`config.mk`:
```
export PLATFORM = sky130hd
export DESIGN_NAME = fp_mant_normalizer
export DESIGN_NICKNAME = d
export VERILOG_FILES = /design/src/rtl/fp_norm_pkg.sv /design/src/rtl/fp_mant_normalizer.sv
export SDC_FILE = /design/constraint.sdc
export NUM_CORES = 1
export LEC_CHECK = 0
export CAP_MARGIN = 20
export CORE_UTILIZATION = 24
export CTS_BUF_LIST = sky130_fd_sc_hd__clkbuf_4
export DETAILED_ROUTE_END_ITERATION = 10
export GPL_TIMING_DRIVEN = 0
export SLEW_MARGIN = 20
export SYNTH_ARGS = -nofsm -noshare
export SYNTH_HDL_FRONTEND = slang
export SYNTH_SLANG_ARGS = --single-unit
```
`constraint.sdc`:
```
create_clock -name clk -period 2.2 [get_ports clk]
set_input_delay 0.22 -clock clk [delete_from_list [all_inputs] [get_ports clk]]
set_output_delay 0.22 -clock clk [all_outputs]
set_load 0.03 [all_outputs]
```
`src/rtl/fp_norm_pkg.sv`:
```
// Shared types and constants for the mantissa normalizer.
// FAST_STEP is the shift distance used when FP_NORM_FAST_SHIFT_EN is defined.
package fp_norm_pkg;

    typedef enum logic [1:0] {
        ST_IDLE  = 2'd0,
        ST_SHIFT = 2'd1,
        ST_HOLD  = 2'd2
    } norm_state_e;

    localparam int CHANGE_W  = 8;
    localparam int FAST_STEP = 4;

endpackage

```
`src/rtl/fp_mant_normalizer.sv`:
```
// Multi-cycle mantissa normalizer producing a signed exponent change for the exponent adder.
// Optional macro FP_NORM_FAST_SHIFT_EN: shift by FAST_STEP while the leading nibble is zero.
//
//   state    | meaning
//   ST_IDLE  | waiting for in_valid; in_ready high
//   ST_SHIFT | left-shifting mant until hidden bit reaches MSB
//   ST_HOLD  | result presented, waiting for out_ready
module fp_mant_normalizer
    import fp_norm_pkg::*;
#(
    parameter int MANT_W = 24
) (
    input  logic                clk,
    input  logic                rst,
    input  logic                in_valid,
    output logic                in_ready,
    input  logic [MANT_W:0]     in_mant,
    output logic                out_valid,
    input  logic                out_ready,
    output logic [MANT_W-1:0]   out_mant,
    output logic [CHANGE_W-1:0] out_change,
    output logic                out_zero
);

    norm_state_e         state_q, state_d;
    logic [MANT_W-1:0]   mant_q, mant_d;
    logic [CHANGE_W-1:0] cnt_q, cnt_d;
    logic [CHANGE_W-1:0] change_q, change_d;
    logic                zero_q, zero_d;
    logic                valid_q, valid_d;

    logic [MANT_W-1:0]   shift_mant;
    logic [CHANGE_W-1:0] shift_cnt;

`ifdef FP_NORM_FAST_SHIFT_EN
    logic top_zero;
    if (MANT_W >= 5) begin : g_nibble
        assign top_zero = (mant_q[MANT_W-1 -: FAST_STEP] == '0);
    end else begin : g_no_nibble
        assign top_zero = 1'b0;
    end
`endif

    always_comb begin
        shift_mant = mant_q << 1;
        shift_cnt  = cnt_q + CHANGE_W'(1);
`ifdef FP_NORM_FAST_SHIFT_EN
        if (top_zero) begin
            shift_mant = mant_q << FAST_STEP;
            shift_cnt  = cnt_q + CHANGE_W'(FAST_STEP);
        end
`endif
    end

    always_comb begin
        state_d  = state_q;
        mant_d   = mant_q;
        cnt_d    = cnt_q;
        change_d = change_q;
        zero_d   = zero_q;
        valid_d  = valid_q;
        case (state_q)
            ST_IDLE: begin
                if (in_valid) begin
                    zero_d   = 1'b0;
                    change_d = '0;
                    cnt_d    = '0;
                    mant_d   = in_mant[MANT_W-1:0];
                    state_d  = ST_HOLD;
                    valid_d  = 1'b1;
                    if (in_mant[MANT_W]) begin
                        // carry-out: drop the LSB, no sticky
                        mant_d   = in_mant[MANT_W:1];
                        change_d = CHANGE_W'(1);
                    end else if (in_mant == '0) begin
                        zero_d = 1'b1;
                    end else if (!in_mant[MANT_W-1]) begin
                        state_d = ST_SHIFT;
                        valid_d = 1'b0;
                    end
                end
            end
            ST_SHIFT: begin
                mant_d = shift_mant;
                cnt_d  = shift_cnt;
                if (shift_mant[MANT_W-1]) begin
                    change_d = CHANGE_W'(0) - shift_cnt;
                    state_d  = ST_HOLD;
                    valid_d  = 1'b1;
                end
            end
            ST_HOLD: begin
                if (out_ready) begin
                    state_d = ST_IDLE;
                    valid_d = 1'b0;
                end
            end
            default: begin
                state_d = ST_IDLE;
                valid_d = 1'b0;
            end
        endcase
    end

    always_ff @(posedge clk) begin
        if (rst) begin
            state_q  <= ST_IDLE;
            mant_q   <= '0;
            cnt_q    <= '0;
            change_q <= '0;
            zero_q   <= 1'b0;
            valid_q  <= 1'b0;
        end else begin
            state_q  <= state_d;
            mant_q   <= mant_d;
            cnt_q    <= cnt_d;
            change_q <= change_d;
            zero_q   <= zero_d;
            valid_q  <= valid_d;
        end
    end

    assign in_ready   = (state_q == ST_IDLE);
    assign out_valid  = valid_q;
    assign out_mant   = mant_q;
    assign out_change = change_q;
    assign out_zero   = zero_q;

endmodule

```
==> reports/qor.txt, run 1 <==
Pre-antenna DRT Iters: 7
fraction of layout cells with a size suffix above 1: 0.1269
top-area cell type share of the netlist area: 0.3847
hold_buf cts: 0
Die Wd: 99.68 microns
top post-synthesis cells by area: dfxtp_1 (38%), mux2_2 (12%), a222oi_1 (9.6%), nor2_1 (8.0%), clkbuf_1 (3.0%)
clock slew at reported path FFs: 0.13 ns
Initial Utilization: 0.2478
# setup viols final: 0
Startpoint Class: register
Multi-input gate area: 1309 sq um
Final ANT Viol Nets: 0
area growth from synthesis to layout: 35.85%
Port-buffer cells: 61
total power: 1.726 mW
fill count: 956
Total Routing Usage GR: 0.1372
fin nets: 353
Seq cells post-synth: 44
HP Class: input port to register
post-route cell area: 3110 sq um
Num CTS Buffers: 5
Post-synth ARST share: 0
post-DR wirelength/cell: 14.44 microns
Post-synth EDFFs: 0
Register Area: 880.8 sq um
DP Area: 3062 sq um
Cell Chain, Critical Path: ha_2 > xor2_1 > or4_4 > a2111oi_4 > xnor2_1 > a22o_1
clock skew: 0.008753 ns
via count: 2240
GRT overflow: 0
final hold vios: 0
Layout Utilization: 0.3366
CP max stage cell: dfxtp_1
fmax: 0.4900 GHz
Max Cap Viol: 0
synth unique cells: 44
drt initial violations: 182
TritonCTS clock tree: built
Synth Warn #: 0
clock period minus worst slack: 2.041 ns
vias in the first global route: 2188
drt via density: 4.956
Final Slew Violations: 0
synthesized area: 2290 sq um
Top FF cell, synth: dfxtp_1
CP max stage delay: 0.50 ns
Slew @ Worst Pin: 0.5723 ns
WP data arrival: 2.32 ns
leakage power total: 1.086 nW
syn_nets: 286
setup ws final: 0.1591 ns
GPL Wtd Cong: 0.7888
status: completed
Setup CP Type: register to register
CTS sink cnt: 44
Rel. slew slack: 0.6185
pwr dens: 555.0 nW/um^2
Die Ht: 99.68 microns
HPWL after DPL: 4878 microns
Tcrit/Tclk final: 0.9277
pin count of the biggest net entering global routing: 14
final wirelength: 6529 microns
register area share after synthesis: 0.3847
antenna violations before repair: 0
clk root buf: clkbuf_4
average cell area after synthesis: 8.944 sq um
die area: 9935 sq um
Clock Tree Buf Depth: 2
core area: 9240 sq um
n_diodes: 0
Rows: 35
CP Capture Type: register
pre-CTS setup slack: -0.006458 ns
first-pass GRT wire length: 10940 microns
setup bufs post-CTS: 0
Ports: 64
worst endpoint required time: 2.48 ns
DRC: 0
maximum VDD drop: 0.0002128 V
Setup TNS: 0 ns
crit-path max FO: 8
cell count after synthesis: 256
H-Tree Depth: 2
Synth area leader: dfxtp_1
RSZ-0062 raised after global routing: false
Clk Latency, worst-skew pair: 0.38 ns
## cell usage in the layout, fill, tap and decap left out, types with 5 or more instances in the layout
cell type        instances
a21oi_1                 10
a222oi_1                22
clkbuf_1                17
clkbuf_4                 5
clkdlybuf4s50_1         61
dfxtp_1                 44
mux2_2                  24
nand2_1                  6
nor2_1                  49
nor4_1                   6
o21ai_0                  7
xnor2_1                  6
## registers in the layout, indices dropped and copies added, names as in the netlist
| signal | count |
|---|---|
| out_mant | 24 |
| cnt_q | 8 |
| out_change | 8 |
| state_q | 2 |
| out_valid | 1 |
| out_zero | 1 |
## repair_timing
item	in CTS	in global routing
gates resized for setup	0	1
gates cloned	0	0
endpoints found under the hold margin	0	0
endpoints found under the setup margin	1	1
## per-layer routing
| metal | up-vias | GRT usage | share of wire |
|---|---|---|---|
| li1 | 1111 | - | - |
| met1 | 1055 | 0.1685 | 0.45 |
| met2 | 64 | 0.2350 | 0.48 |
| met3 | 10 | 0.03373 | 0.059 |
| met4 | 0 | 0.04299 | 0.016 |
| met5 | - | 0 | 0 |
## critical path, delay by kind of cell, from the launching register on
kind | cells | cell delay [ns]
fa+ha+maj | 1 | 0.35
compound gates | 2 | 0.48
flops | 1 | 0.50
simple gates | 1 | 0.44
xor+xnor | 2 | 0.19
## area by class of cell
type / count / area share
tap: 129 / 0.05189
inverter: 2 / 0.002414
buffer: 23 / 0.02936
clock inverter: 2 / 0.004023
timing repair buffer: 61 / 0.1963
multi-input combinational: 186 / 0.4208
clock buffer: 5 / 0.01207
sequential: 44 / 0.2832
## kinds of logic after synthesis
family,share of synthesized area
compound gates,0.2158
fa+ha+maj,0.005464
simple gates,0.1836
buf+inv,0.04481
flops,0.3847
mux,0.1311
xor+xnor,0.03443
## worst paths after layout
path / start / endpoint / slack, ns / cells past startpoint
setup / recovery: cnt_q[1]$_SDFFE_PP0P_ / out_change[7]$_SDFFE_PP0P_ / 0.16 / 6
hold / removal: rst / out_change[3]$_SDFFE_PP0P_ / 0.38 / 3
setup reg to reg: cnt_q[1]$_SDFFE_PP0P_ / out_change[7]$_SDFFE_PP0P_ / 0.16 / 6
hold reg to reg: out_change[3]$_SDFFE_PP0P_ / out_change[3]$_SDFFE_PP0P_ / 0.49 / 2
## through the flow
stage | cells | hold slack, ns
finish | 452 | 0.3796
global route | 452 | 0.4220
CTS | 452 | 0.3778
detailed placement | 446 | 0.4657
global placement | 446 | 0.4656
floorplan | 256 | 0.4065
## report_power, final
group	internal (mW)	total, mW	switching [mW]	leakage, nW
Clock	0.117	0.395	0.278	0.0271
Sequential	0.840	0.876	0.0361	0.359
Combinational	0.207	0.455	0.248	0.700
## synthesized netlist by cell type (2+ instances only)
cell type	count
nor3_1	4
dfxtp_1	44
a222oi_1	22
mux2_2	24
mux2i_1	3
xor2_1	3
o21a_1	2
nand4_1	2
o21ai_0	7
buf_1	2
nor4_1	6
a22o_1	3
xnor2_1	6
or2_1	2
clkbuf_1	18
and2_1	2
a22oi_1	4
nand2b_1	2
nand3b_1	2
a31oi_1	3
nor2b_1	2
nor2_1	49
and3_1	2
buf_2	4
a211oi_1	2
nand2_1	6
nand3_1	4
a21oi_1	10
Power figures use the tool's default switching activity.
==> run 2, diff against run 1 <==
--- a/config.mk
+++ b/config.mk
@@ -9,6 +9,7 @@
 export CORE_UTILIZATION = 24
 export CTS_BUF_LIST = sky130_fd_sc_hd__clkbuf_4
 export DETAILED_ROUTE_END_ITERATION = 10
+export DONT_BUFFER_PORTS = 1
 export GPL_TIMING_DRIVEN = 0
 export SLEW_MARGIN = 20
 export SYNTH_ARGS = -nofsm -noshare
==> run 2 against run 1 <==
Compared with the run above: register-to-register slack about the same; combinational power decreased by 48%; via count decreased by 9.3%; fmax increased by 0.73%; critical path type unchanged.
==> reports/qor.txt, run 2 (synthesis results as in run 1) <==
status: completed (unchanged)
Clk Latency, worst-skew pair: 0.36 ns (was 0.38 ns)
reg2reg setup slack: 0.17 ns (was 0.16 ns)
fmax: 0.4936 GHz (was 0.4900 GHz)
most common cell after layout, fill and taps aside: nor2_1 (was clkdlybuf4s50_1)
Hold Path End: state_q[1]$_SDFFE_PP0P_ (was out_change[3]$_SDFFE_PP0P_)
fill count: 1022 (was 956)
worst endpoint required time: 2.46 ns (was 2.48 ns)
GPL Wtd Cong: 0.7692 (was 0.7888)
HP Class: input port to register (unchanged)
DRC: 0 (unchanged)
R2R depth: 6 (unchanged)
post-route cell area: 2536 sq um (was 3110 sq um)
# setup viols final: 0 (unchanged)
first-pass GRT wire length: 10400 microns (was 10940 microns)
hold depth: 2 (was 3)
maximum VDD drop: 0.0003088 V (was 0.0002128 V)
Tcrit/Tclk final: 0.9209 (was 0.9277)
max reg flops: 24 (unchanged)
clock period minus worst slack: 2.026 ns (was 2.041 ns)
Multi-input gate area: 1311 sq um (was 1309 sq um)
vias in the first global route: 1960 (was 2188)
setup ws final: 0.1739 ns (was 0.1591 ns)
final hold vios: 0 (unchanged)
Clock Tree Buf Depth: 2 (unchanged)
clk root buf: clkbuf_4 (unchanged)
final hold slack: 0.04834 ns (was 0.3796 ns)
most frequent cells in the layout: nor2_1 (48), dfxtp_1 (44), mux2_2 (24) (was clkdlybuf4s50_1 (61), nor2_1 (49), dfxtp_1 (44))
fin nets: 292 (was 353)
fraction of layout cells with a size suffix above 1: 0.1749 (was 0.1269)
Slew @ Worst Pin: 0.5738 ns (was 0.5723 ns)
reg2reg end: out_change[7]$_SDFFE_PP0P_ (unchanged)
CP Capture Type: register (unchanged)
Pre-antenna DRT Iters: 7 (unchanged)
drt via density: 5.184 (was 4.956)
Initial Utilization: 0.2478 (unchanged)
clock skew: 0.008953 ns (was 0.008753 ns)
post-DR wirelength/cell: 16.46 microns (was 14.44 microns)
Total Routing Usage GR: 0.1322 (was 0.1372)
Ports: 64 (unchanged)
leakage power total: 0.8856 nW (was 1.086 nW)
Port-buffer cells: 0 (was 61)
Final Slew Violations: 0 (unchanged)
die area: 9935 sq um (unchanged)
RSZ-0062 raised after global routing: false (unchanged)
TritonCTS clock tree: built (unchanged)
WP data arrival: 2.28 ns (was 2.32 ns)
DP Area: 2451 sq um (was 3062 sq um)
pre-CTS setup slack: -0.1618 ns (was -0.006458 ns)
hold_buf cts: 0 (unchanged)
min-delay src: out_ready (was rst)
antenna violations before repair: 0 (unchanged)
Die Ht: 99.68 microns (unchanged)
Startpoint Class: register (unchanged)
n_diodes: 0 (unchanged)
Rel. slew slack: 0.6175 (was 0.6185)
clock slew at reported path FFs: 0.13 ns (about the same)
core area: 9240 sq um (unchanged)
crit-path max FO: 8 (unchanged)
pin count of the biggest net entering global routing: 15 (was 14)
total power: 1.712 mW (was 1.726 mW)
Max Cap Viol: 0 (unchanged)
GRT overflow: 0 (unchanged)
pwr dens: 674.9 nW/um^2 (was 555.0 nW/um^2)
Setup CP Type: register to register (unchanged)
Layout Utilization: 0.2745 (was 0.3366)
Rows: 35 (unchanged)
HPWL after DPL: 4892 microns (was 4878 microns)
Die Wd: 99.68 microns (unchanged)
Final ANT Viol Nets: 0 (unchanged)
Register Area: 880.8 sq um (unchanged)
reg2reg start: cnt_q[1]$_SDFFE_PP0P_ (unchanged)
via count: 2032 (was 2240)
area growth from synthesis to layout: 10.76% (was 35.85%)
CTS sink cnt: 44 (unchanged)
drt initial violations: 170 (was 182)
Num CTS Buffers: 5 (unchanged)
final wirelength: 6452 microns (was 6529 microns)
H-Tree Depth: 2 (unchanged)
run 2: through the flow:
stage	cells	setup TNS, ns
6_report	392	0
2_1_floorplan	256	0
5_1_grt	392	0
3_5_place_dp	385	-1.093
4_1_cts	392	0
3_3_place_gp	385	-0.3346
run 2: final cells by class:
class,instances,area share
multi-input cells,186,0.5170
flip-flops and latches,44,0.3473
well taps,129,0.06364
plain buffers,23,0.03749
clock inverters,3,0.01677
clock buffers,5,0.01480
inverters,2,0.002960
run 2: routing by layer:
layer	track usage	wire, microns
met5	0	0
met1	0.1647	2713
met4	0.02489	38
met2	0.2196	3170
met3	0.04779	530
run 2: worst max-delay path: stages, from the launching register on:
cell       delay, ns
dfxtp_1         0.49
ha_2            0.34
xor2_1          0.09
or4_4           0.43
a2111oi_4       0.31
xnor2_1         0.10
a22o_1          0.17
run 2: power breakdown:
part	switching, mW	internal [mW]	total, mW	leakage (nW)
Sequential	0.124	0.840	0.964	0.359
Clock	0.274	0.237	0.511	0.0412
Combinational	0.135	0.102	0.237	0.485
run 2: what timing repair did:
item | 4_1_cts | 5_1_grt
hold endpoints to repair | 0 | 0
endpoints found under the setup margin | 21 | 8
buffers inserted | 0 | 0
gates resized for setup | 2 | 5
gates cloned | 0 | 0
run 2: how the worst max path moves through the flow:
stage	start	endpoint	slack (ns)	cells past startpoint
3_5_place_dp	state_q[0]$_SDFFE_PP0P_	out_zero$_SDFFE_PP0P_	-0.16	7
5_1_grt	state_q[0]$_SDFFE_PP0P_	out_zero$_SDFFE_PP0P_	0.04	7
2_1_floorplan	cnt_q[1]$_SDFFE_PP0P_	out_change[7]$_SDFFE_PP0P_	0.19	7
6_report	cnt_q[1]$_SDFFE_PP0P_	out_change[7]$_SDFFE_PP0P_	0.17	6
3_3_place_gp	state_q[0]$_SDFFE_PP0P_	out_zero$_SDFFE_PP0P_	-0.13	7
4_1_cts	cnt_q[1]$_SDFFE_PP0P_	out_change[7]$_SDFFE_PP0P_	0.07	6
==> edit 1, RTL diff (flow settings as in run 1) <==
Build with the macro `FP_NORM_FAST_SHIFT_EN` defined.
--- a/src/rtl/fp_mant_normalizer.sv
+++ b/src/rtl/fp_mant_normalizer.sv
@@ -7,2 +7,4 @@
 //   ST_HOLD  | result presented, waiting for out_ready
+`define FP_NORM_FAST_SHIFT_EN
+
 module fp_mant_normalizer
Behaviour: not the same (a bounded check fails within 4 cycles, from zero or initial values and one cycle with rst high).
==> edit 1 against run 1 <==
  * The flow now finishes with violations (negative setup slack)
  * Area after synthesis rose by 15%
  * Worst setup slack got worse by 170 ps
  * Die area rose by 14%
  * Clock power fell by 5.3%
  * Wire length rose by 31%
  * Final cell count rose by 17%
  * Cell area rose by 15%
  * Sequential cell count did not move
  * Global-route usage rose by 1.5 points
  * Power rose by 23%
  * Count of clock-buffer cells in the layout did not move
  * Clock skew rose by 5.7 ps
  * Critical path type unchanged
  * Largest cell class unchanged
==> edit 1: results (changes against run 1) <==
stage;metric;value;unit;change
outcome;violated checks;negative setup slack;;
logic_synthesis;syn_nets;353;;+23%
detailed_routing;drt initial violations;119;;-35%
global_routing;first-pass GRT wire length;13630;um;+25%
worst_setup_path;Critical Path Fanout Max;3;;-5
worst_setup_path;max incr delay on CP;570;ps;+70 ps
finish;# fillers;1152;;+21%
logic_synthesis;synth cell count leaders;dfxtp_1, nor2_1, mux2i_1, a21oi_1;;
power_and_ir_drop;Leakage;1.290;nW;+19%
logic_synthesis;Synth area leaders;dfxtp_1, mux2i_1, nor2_1;;
placed_design;Final HPWL DP;6366;um;+31%
detailed_routing;DR vias;2764;;+23%
timing;clock skew;14.46;ps;+5.703 ps
placed_design;Post-DP Area;0.003431;mm^2;+12%
global_routing;largest net degree at the start of global routing;13;;-1
detailed_routing;Routed WL;8563;um;+31%
timing;Setup violations, final;1;;+1
outcome;status;finished with violations;;
logic_synthesis;post-synthesis sequential area ratio;33.56;%;-4.9 points
finish;nets;424;;+20%
global_routing;GRT Resource Usage Total;15.23;%;+1.5 points
global_routing;vias in the first global route;2667;;+22%
timing;Setup TNS Final;-5.961;ps;-5.961 ps
worst_setup_path;CP arrival;2460;ps;+140 ps
timing;measured slew at the worst slew-check pin;811.0;ps;+238.7 ps
finish;max FFs per register;24;;unchanged
timing;PnR worst setup slack;-5.961;ps;-165.1 ps
placed_design;RePlAce Congestion;0.8725;;+11%
detailed_routing;DRT Pass-1 Iters;5;;-2
-- edit 1: what timing repair did --
action / CTS / global route
hold buffers: 0 / 0
buffers inserted: 3 / 1
pin swaps: 2 / 6
endpoints found under the setup margin: 2 / 27
resized for setup: 3 / 13
endpoints found under the hold margin: 0 / 0
-- edit 1: kinds of logic after synthesis --
group | share of synthesized area (%)
buf+inv | 4.576
mux | 14.54
compound gates | 22.02
xor+xnor | 3.909
fa+ha+maj | 1.430
flops | 33.56
simple gates | 19.97
-- edit 1: worst min-delay path, delay by kind of cell --
family	cells	cell delay (ps)
simple gates	3	260
buf+inv	1	200
-- edit 1: path summary, 6_finish.rpt --
| kind | startpoint | to | slack [ps] | cells past startpoint |
|---|---|---|---|---|
| worst max register to register | out_mant[21] | out_change[2] | -6 | 7 |
| worst min-delay path | rst | out_change[7] | 350 | 4 |
| worst max-delay path | out_mant[21] | out_change[2] | -6 | 7 |
| worst min register to register | out_change[4] | out_change[4] | 460 | 2 |
-- edit 1: per-stage QoR --
step,cells,power [mW],hold slack [ps],utilization [%]
final,528,2.119,347.7,34.19
after global routing,528,2.231,414.4,34.19
after CTS,527,2.062,347.8,33.45
after detailed placement,518,1.686,443.0,32.79
after global placement,518,1.679,439.0,32.79
after floorplan,321,1.400,406.5,-
-- edit 1: layout make-up --
type	instances	share of cell area (%)
Multi-Input combinational cell	248	47.60
Sequential cell	44	24.94
Timing Repair Buffer	65	17.91
Tap cell	136	4.757
Buffer	26	3.323
Clock buffer	5	1.049
Clock inverter	2	0.2099
Inverter	2	0.2099
-- edit 1: report_power, final --
part | total, mW | switching (mW) | internal [mW]
logic | 0.825 | 0.469 | 0.356
registers | 0.919 | 0.0664 | 0.853
clock network | 0.374 | 0.262 | 0.112
total | 2.12 | 0.798 | 1.32
-- edit 1: per-layer routing --
metal,part of all wire (%),track usage (%)
met2,44,24.56
met5,0,0
met4,1.6,3.620
met1,48,20.84
met3,6.2,2.918
==> edit 2, RTL diff (flow settings as in run 1) <==
Made on the original files. Make the reset (`rst`) asynchronous in one clocked block.
--- a/src/rtl/fp_mant_normalizer.sv
+++ b/src/rtl/fp_mant_normalizer.sv
@@ -104,3 +104,3 @@
 
-    always_ff @(posedge clk) begin
+    always_ff @(posedge clk or posedge rst) begin
         if (rst) begin
Check against the original RTL: differs if rst is asserted again (counterexample within 4 cycles, from zero or initial values and one cycle with rst high); with rst held inactive, the same outputs for 10 cycles.
==> edit 2 against run 1 <==
  * Area after synthesis grew 5.8%
  * Wire length grew 2.8%
  * Clock skew grew 14 ps
  * Via count shrank 1.4%
  * Worst setup slack lost 10 ps
  * Sequential cell count is the same
  * Cell area grew 6.0%
  * Sequential share of layout area grew 5.1 points
  * Critical path depth grew 1
  * Worst hold slack lost 160 ps
  * Critical path type unchanged
Power is not compared: it rests on default switching activity, and its combinational part moved more than twofold at a synthesized area within 25%.
==> edit 2: results (changes against run 1) <==
stage;metric;value;unit;change
outcome;status;finished clean;;
finish;Signal buf overhead;22.58;%;about the same
global_routing;GRT met2 Usage;22.46;%;-1.0 points
logic_synthesis;Cell variety after synth;37;;-16%
logic_synthesis;post-synthesis sequential area ratio;45.45;%;+7.0 points
global_routing;met1 Use GR;18.39;%;+1.5 points
worst_setup_path;worst reg2reg path startpoint;cnt_q[0];;
finish;Logic inverters;5;;+3
detailed_routing;Wirelength per Cell;14.47;um;+0.19%
detailed_routing;routed vias/inst;4.761;;-3.9%
logic_synthesis;synth cell count leaders;dfrtp_1, nand2_1, o21ai_0, a22oi_1, mux2_2;;
logic_synthesis;syn_nets;290;;+1.4%
global_routing;GRT Resource Usage Total;13.65;%;-0.075 points
placed_design;port buffer count;62;;+1.6%
logic_synthesis;mux cell area share after synthesis;11.05;%;-2.1 points
finish;Area growth syn-to-layout;36.11;%;
finish;area of the multi-input gates;0.001209;mm^2;-7.6%
hold_path;Hold Path Class;primary input to async pin;;
finish;Sequential cell area;0.001102;mm^2;+25%
logic_synthesis;Mean Syn Cell Area;9.317;um^2;+4.2%
global_routing;vias in the first global route;2206;;+0.82%
timing;relative slew slack;61.39;%;-0.46 points
finish;Signal buffers;83;;-1.2%
finish;share of post-route cells with drive strength above 1;13.60;%;+0.90 points
placed_design;RePlAce Congestion;0.8336;;+5.7%
timing;clock skew;23.04;ps;+14.29 ps
placed_design;Post-DP Area;0.003237;mm^2;+5.7%
logic_synthesis;Async S/R FF share, synth;100.0;%;+100 points
logic_synthesis;post-synthesis compound-gate area fraction;20.61;%;-0.98 points
global_routing;largest net degree at the start of global routing;25;;+11
finish;Clock buf/inv share;1.708;%;+0.099 points
logic_synthesis;Post-Synth XOR/XNOR Area;3.564;%;+0.12 points
detailed_routing;drt initial violations;108;;-41%
finish;# fillers;1047;;+9.5%
==> edit 2: cell types whose count changed in the layout (fill, tap and decap cells not counted), sizes merged, moves of 3 or more <==
cell    change
dfrtp      +44
dfxtp      -44
nand2      +37
nor2       -36
o21ai      +30
a222oi     -22
a22oi      +19
a21oi       -6
clkbuf      -6
buf         +4
o22ai       +4
a31oi       -3
inv         +3
nand3       +3
==> edit 2: final timing paths <==
| kind | end | slack (ps) | cells after the start |
|---|---|---|---|
| hold reg to reg | out_change[2] | 490 | 2 |
| min in group clk | out_zero | 490 | 4 |
| max in group asynchronous | out_mant[20] | 1460 | 3 |
| hold / removal | out_change[4] | 220 | 2 |
| setup / recovery | out_change[7] | 150 | 7 |
| setup reg to reg | out_change[7] | 150 | 7 |
==> edit 2: worst register-to-register path, delay by kind of cell, from the launching register on <==
kind	cells	cell delay, ps
compound gates	2	580
xor+xnor	1	160
fa+ha+maj	1	220
buf+inv	2	220
flops	1	500
simple gates	1	280
